==> config.mk <==
export PLATFORM = sky130hd
export DESIGN_NAME = led_pattern_sequencer
export DESIGN_NICKNAME = d
export VERILOG_FILES = /design/src/rtl/led_pattern_sequencer.sv
export SDC_FILE = /design/constraint.sdc
export NUM_CORES = 1
export LEC_CHECK = 0
export BUFFER_PORTS_ARGS = -buffer_cell sky130_fd_sc_hd__buf_2
export CAP_MARGIN = 30
export CORE_AREA = 2 2 81 83
export DETAILED_ROUTE_END_ITERATION = 10
export DIE_AREA = 0 0 83 85
export PLACE_DENSITY = 0.76
export REMOVE_ABC_BUFFERS = 1
export SYNTH_ARGS = -nofsm -noshare
export SYNTH_HDL_FRONTEND = slang
export SYNTH_SLANG_ARGS = --single-unit
==> constraint.sdc <==
create_clock -name CLOCK_50 -period 2.6 [get_ports CLOCK_50]
set_input_delay 0.39 -clock CLOCK_50 [delete_from_list [all_inputs] [get_ports CLOCK_50]]
set_output_delay 0.39 -clock CLOCK_50 [all_outputs]
set_load 0.05 [all_outputs]
==> src/rtl/led_pattern_sequencer.sv <==
// led_pattern_sequencer: drives the 10-LED bank from the board switches.
// In EDIT, LEDR[7:0] mirrors SW[7:0], and a KEY1 press stores SW[7:0] in a small pattern buffer.
// In RUN, the stored patterns replay round-robin, each shown for DWELL_CYCLES clocks.
//
// Ports:
//   CLOCK_50  system clock, all logic on the rising edge
//   KEY0      synchronous active-low reset
//   KEY1      active-low load pushbutton, asynchronous to CLOCK_50
//   SW[7:0]   pattern data; SW[8] run enable; SW[9] clear buffer (level)
//   LEDR[7:0] displayed pattern; LEDR[8] buffer full; LEDR[9] running
//   count     number of valid buffer entries (0..DEPTH)
module led_pattern_sequencer #(
    parameter int unsigned DWELL_CYCLES = 25000000,
    parameter int unsigned DEPTH        = 4,
    parameter int unsigned CW           = 3
) (
    input  logic          CLOCK_50,
    input  logic          KEY0,
    input  logic          KEY1,
    input  logic [9:0]    SW,
    output logic [9:0]    LEDR,
    output logic [CW-1:0] count
);

    localparam int unsigned AW = (DEPTH > 1) ? $clog2(DEPTH) : 1;
    localparam int unsigned DW = (DWELL_CYCLES > 1) ? $clog2(DWELL_CYCLES) : 1;

    typedef enum logic {
        EDIT = 1'b0,
        RUN  = 1'b1
    } state_t;

    state_t          state, state_n;
    logic            key_s1, key_s2, key_d;
    logic            load_c;
    logic            we_c;
    logic [AW-1:0]   wr_ptr, wr_ptr_n;
    logic [AW-1:0]   rd_idx, rd_idx_n;
    logic [CW-1:0]   count_n;
    logic [DW-1:0]   dwell, dwell_n;
    logic [9:0]      ledr_n;
    logic            full_c;
    logic [7:0]      pat_mem [DEPTH];

    // KEY1 synchronizer plus a delayed copy for falling-edge detection.
    always_ff @(posedge CLOCK_50) begin
        if (!KEY0) begin
            key_s1 <= 1'b1;
            key_s2 <= 1'b1;
            key_d  <= 1'b1;
        end else begin
            key_s1 <= KEY1;
            key_s2 <= key_s1;
            key_d  <= key_s2;
        end
    end

    // One-cycle load pulse on each press, independent of hold time.
    assign load_c = key_d & ~key_s2;
    assign full_c = (count == CW'(DEPTH));

    // State register and registered datapath.
    always_ff @(posedge CLOCK_50) begin
        if (!KEY0) begin
            state  <= EDIT;
            count  <= '0;
            wr_ptr <= '0;
            rd_idx <= '0;
            dwell  <= '0;
            LEDR   <= '0;
        end else begin
            state  <= state_n;
            count  <= count_n;
            wr_ptr <= wr_ptr_n;
            rd_idx <= rd_idx_n;
            dwell  <= dwell_n;
            LEDR   <= ledr_n;
        end
    end

    // Pattern buffer; contents are not reset.
    always_ff @(posedge CLOCK_50) begin
        if (KEY0 && we_c) begin
            pat_mem[wr_ptr] <= SW[7:0];
        end
    end

    // Next-state, counters and display selection.
    always_comb begin
        state_n  = state;
        count_n  = count;
        wr_ptr_n = wr_ptr;
        rd_idx_n = rd_idx;
        dwell_n  = dwell;
        we_c     = 1'b0;
        // Status bits follow the same current-state alignment as the pattern bits.
        ledr_n   = {(state == RUN), full_c, SW[7:0]};
        if (state == RUN) begin
            ledr_n[7:0] = pat_mem[rd_idx];
        end

        if (SW[9]) begin
            // Clear wins over load and run enable.
            state_n  = EDIT;
            count_n  = '0;
            wr_ptr_n = '0;
            rd_idx_n = '0;
            dwell_n  = '0;
        end else begin
            case (state)
                EDIT: begin
                    if (load_c && !full_c) begin
                        we_c     = 1'b1;
                        wr_ptr_n = wr_ptr + AW'(1);
                        count_n  = count + CW'(1);
                    end
                    if (SW[8] && (count != '0)) begin
                        state_n  = RUN;
                        rd_idx_n = '0;
                        dwell_n  = '0;
                    end
                end
                RUN: begin
                    if (!SW[8]) begin
                        state_n = EDIT;
                    end else if (dwell == DW'(DWELL_CYCLES - 1)) begin
                        dwell_n = '0;
                        // Wrap at the number of stored entries, not at DEPTH.
                        if (rd_idx == AW'(count - CW'(1))) begin
                            rd_idx_n = '0;
                        end else begin
                            rd_idx_n = rd_idx + AW'(1);
                        end
                    end else begin
                        dwell_n = dwell + DW'(1);
                    end
                end
                default: state_n = EDIT;
            endcase
        end
    end

endmodule
==> results.md <==
| Result | This run | Unit |
| --- | --- | --- |
| Post-Place Setup Slack | 405 | ps |
| Sink count of the clock tree | 80 | - |
| Setup slack after layout | 407 | ps |
| Data arrival time of the critical path | 2190 | ps |
| Buffer levels on the longest clock path | 2 | - |
| # setup viols final | 0 | - |
| Yosys warns | 0 | - |
| Sequential fraction of the synthesis area | 0.546 | - |
| Setup slack on the worst flop-to-flop path | 410 | ps |
| Clock network fraction of total power | 0.397 | - |
| TritonCTS clock tree | built | - |
| Cell area after technology mapping | 3520 | um2 |
| Register bit count reported by yosys | 80 | - |
| Fraction of final layout cells with drive strength greater than 1 | 0.184 | - |
| Vias in the first global route | 2461 | - |
| CTS buffer count | 9 | - |
| Total of fill cells in the finished design | 503 | - |
| Source-to-sink clock delay at the later pin of the worst-skew pair | 360 | ps |
| End of the worst register-to-register path | pat_mem[0][3] | - |
| Starting utilization of the core area | 0.567 | - |
| Clock period minus worst slack | 2190 | ps |
| Kind of critical path | reg -> reg | - |
| Via density | 6.06 | - |
| Number of hold-repair buffers added at the cts stage | 0 | - |
| Detailed-route DRC error count | 0 | - |
| Final standard cell count with taps included and fillers excluded | 430 | - |
| Top-Level Pins | 26 | - |
| Switching portion of total power | 0.234 | - |
| Total area of multi-input combinational cells | 1510 | um2 |
| Core region area | 6200 | um2 |
| Proportion of register bits with asynchronous set or reset after synthesis | 0 | - |
| Portion of total power attributed to combinational logic | 0.041 | - |
| Setup repair after global routing missed its margin | false | - |
| Worst min-delay path endpoint | key_s1 | - |
| Final hold violation count | 0 | - |
| Post-Route Setup TNS | 0 | ps |
| Hold/Removal Path Class | in -> reg | - |
| Total placed cells including tap cells | 414 | - |
| Total detailed-routing wirelength | 7350 | um |
| Pint | 1790 | uW |
| Cell at the root of the clock tree | clkbuf_8 | - |
| Count of mapped cells out of synthesis | 316 | - |
| Post-detailed-placement cell area | 3760 | um2 |
| Routability congestion estimate from global placement | 0.855 | - |
| Relative area change from synthesis to final layout | 12.6 | % |
| Setup bufs post-CTS | 0 | - |
| Vertical die dimension | 85 | um |
| FP Rows | 29 | - |
| Max Freq | 456 | MHz |
| Min-Delay Path Depth | 2 | - |
| GRT overflow | 0 | - |
| Primary flip-flop cell chosen by synthesis mapping | dfxtp_1 | - |
| Cell variety after synth | 51 | - |
| First-pass GRT wire length | 12000 | um |
| Overall die area | 7060 | um2 |
| Overall die width | 83 | um |
| Final worst path period share | 0.843 | - |
| Number of port buffers | 25 | - |
| Routed wirelength normalized by instance count | 17.1 | um |
| Highest ir drop seen on vdd | 0.442 | mV |
| Worst hold start | KEY1 | - |
| Initial drt markers | 148 | - |
| Top cells by area in the synthesized netlist | dfxtp_1, edfxtp_1, mux4_2, mux2i_1, nand2_1 | - |
| Drt pass-1 iters | 5 | - |
| Number of antenna repair diodes | 0 | - |
| Routed Antenna Nets | 0 | - |
| Beginning of the critical path | count[0] | - |
| Worst rel slew slack | 0.590 | - |
| Library cell occupying the most area in the post-synthesis netlist | dfxtp_1 | - |
| DR vias | 2605 | - |
| Number of flops mapped to enable cells by yosys | 32 | - |
| Max-cap violation count | 0 | - |
| Maximum net fanout on the critical path | 8 | - |
| Area share of the largest cell type after synthesis | 0.273 | - |
| Most numerous cell types in the synthesized netlist | dfxtp_1, edfxtp_1, nand2_1 | - |
| Nature of the critical path endpoint | register | - |
| Initial antenna violation count | 0 | - |
| Finished Cell Area | 3960 | um2 |
| Launching point of the worst reg2reg path | count[0] | - |
| Fraction of power consumed by sequential logic | 0.562 | - |
| Leakage power | 0.00138 | uW |
| Worst r2r path cells | 4 | - |
| Final slew viol count | 0 | - |
| Power per standard cell area | 591 | nW/um2 |
| Worst clock skew | 9.41 | ps |
| Slew at the pin with the worst max-slew slack | 600 | ps |
| Average size of a mapped cell | 11.1 | um2 |
| Overall routing resource usage | 0.218 | - |
| Power Total | 2340 | uW |
| Maximum number of pins on one net before global-route repair | 20 | - |
| Run status | completed | - |
| Total number of nets in the final design | 368 | - |
| Switching power total | 547 | uW |
| Combined flip-flop and latch cell area | 1920 | um2 |
| H-tree depth | 3 | - |
| Clock input transition at the sequential cells of the worst setup and hold paths | 90 | ps |
| Post-cts gate resize count | 0 | - |
| Cell with the most instances after synthesis | dfxtp_1 | - |
| Worst Path Required | 2600 | ps |
| Startpoint type of the worst setup path | register | - |
| HPWL after detailed placement | 5070 | um |
[stage by stage]
stage | utilization | hold WS (ps)
after floorplan | - | 386
after global placement | 0.606 | 394
after detailed placement | 0.606 | 398
after CTS | 0.638 | 197
after global routing | 0.638 | 194
final | 0.638 | 208
[cell families after synthesis]
group           count (synthesis)  share of synthesized area
mux                            19                     0.0825
buf+inv                        23                     0.0263
simple gates                  126                      0.196
fa+ha+maj                       7                     0.0249
compound gates                 56                      0.112
xor+xnor                        5                     0.0125
flops                          80                      0.546
[layout by cell type (no fill, tap or decap), drive strengths merged, types with 5 or more instances in the layout]
| master | Yosys | routed |
|---|---|---|
| and3 | 11 | 11 |
| o21ai | 6 | 6 |
| clkbuf | 7 | 9 |
| mux4 | 8 | 8 |
| nand3 | 18 | 18 |
| nand2 | 27 | 27 |
| nand4 | 8 | 8 |
| edfxtp | 32 | 32 |
| nor2b | 9 | 9 |
| buf | 7 | 35 |
| a21oi | 14 | 14 |
| dfxtp | 48 | 48 |
| mux2i | 11 | 11 |
| ha | 7 | 7 |
| nor2 | 22 | 22 |
| a41oi | 5 | 5 |
| a31oi | 10 | 10 |
| inv | 9 | 12 |
[per-layer routing]
metal  wire length [um]  GRT usage
met1               3210      0.279
met2               3660      0.364
met3                348     0.0477
met4                133     0.0864
met5                  0          0
[cell type report]
type | instances | area share
Clock buffer | 9 | 0.0313
Clock inverter | 7 | 0.0196
Inverter | 9 | 0.00853
Multi-Input combinational cell | 213 | 0.381
Sequential cell | 80 | 0.485
Tap cell | 77 | 0.0243
Timing Repair Buffer | 35 | 0.0505
[flip-flops by register name, summed over array words and instances (netlist names), named ones only]
name / count
pat_mem: 32
dwell: 25
LEDR: 10
count: 3
rd_idx: 2
wr_ptr: 2
key_d: 1
key_s1: 1
key_s2: 1
state: 1
[worst max path at each step]
stage | end | slack, ps | cells past startpoint
after floorplan | dwell[13] | -570 | 6
after global placement | pat_mem[0][3] | 500 | 4
after detailed placement | pat_mem[0][3] | 400 | 4
after CTS | pat_mem[0][3] | 370 | 4
after global routing | pat_mem[0][3] | 180 | 4
final | pat_mem[0][3] | 410 | 4
[critical path, cell delays in order (launching register included)]
cell and delay, ps:
dfxtp_1 420, inv_1 90, ha_1 240, a2111oi_2 540
and3_1 550
[power by group through the flow]
stage | clock network (uW) | logic (uW) | registers [uW]
finish | 931 | 95.4 | 1320
global route | 991 | 103 | 1320
CTS | 949 | 96.6 | 1320
detailed placement | 0 | 96.2 | 1350
global placement | 0 | 94.1 | 1340
floorplan | 0 | 27.9 | 1370
No activity file was read; power rests on OpenSTA's default activity.
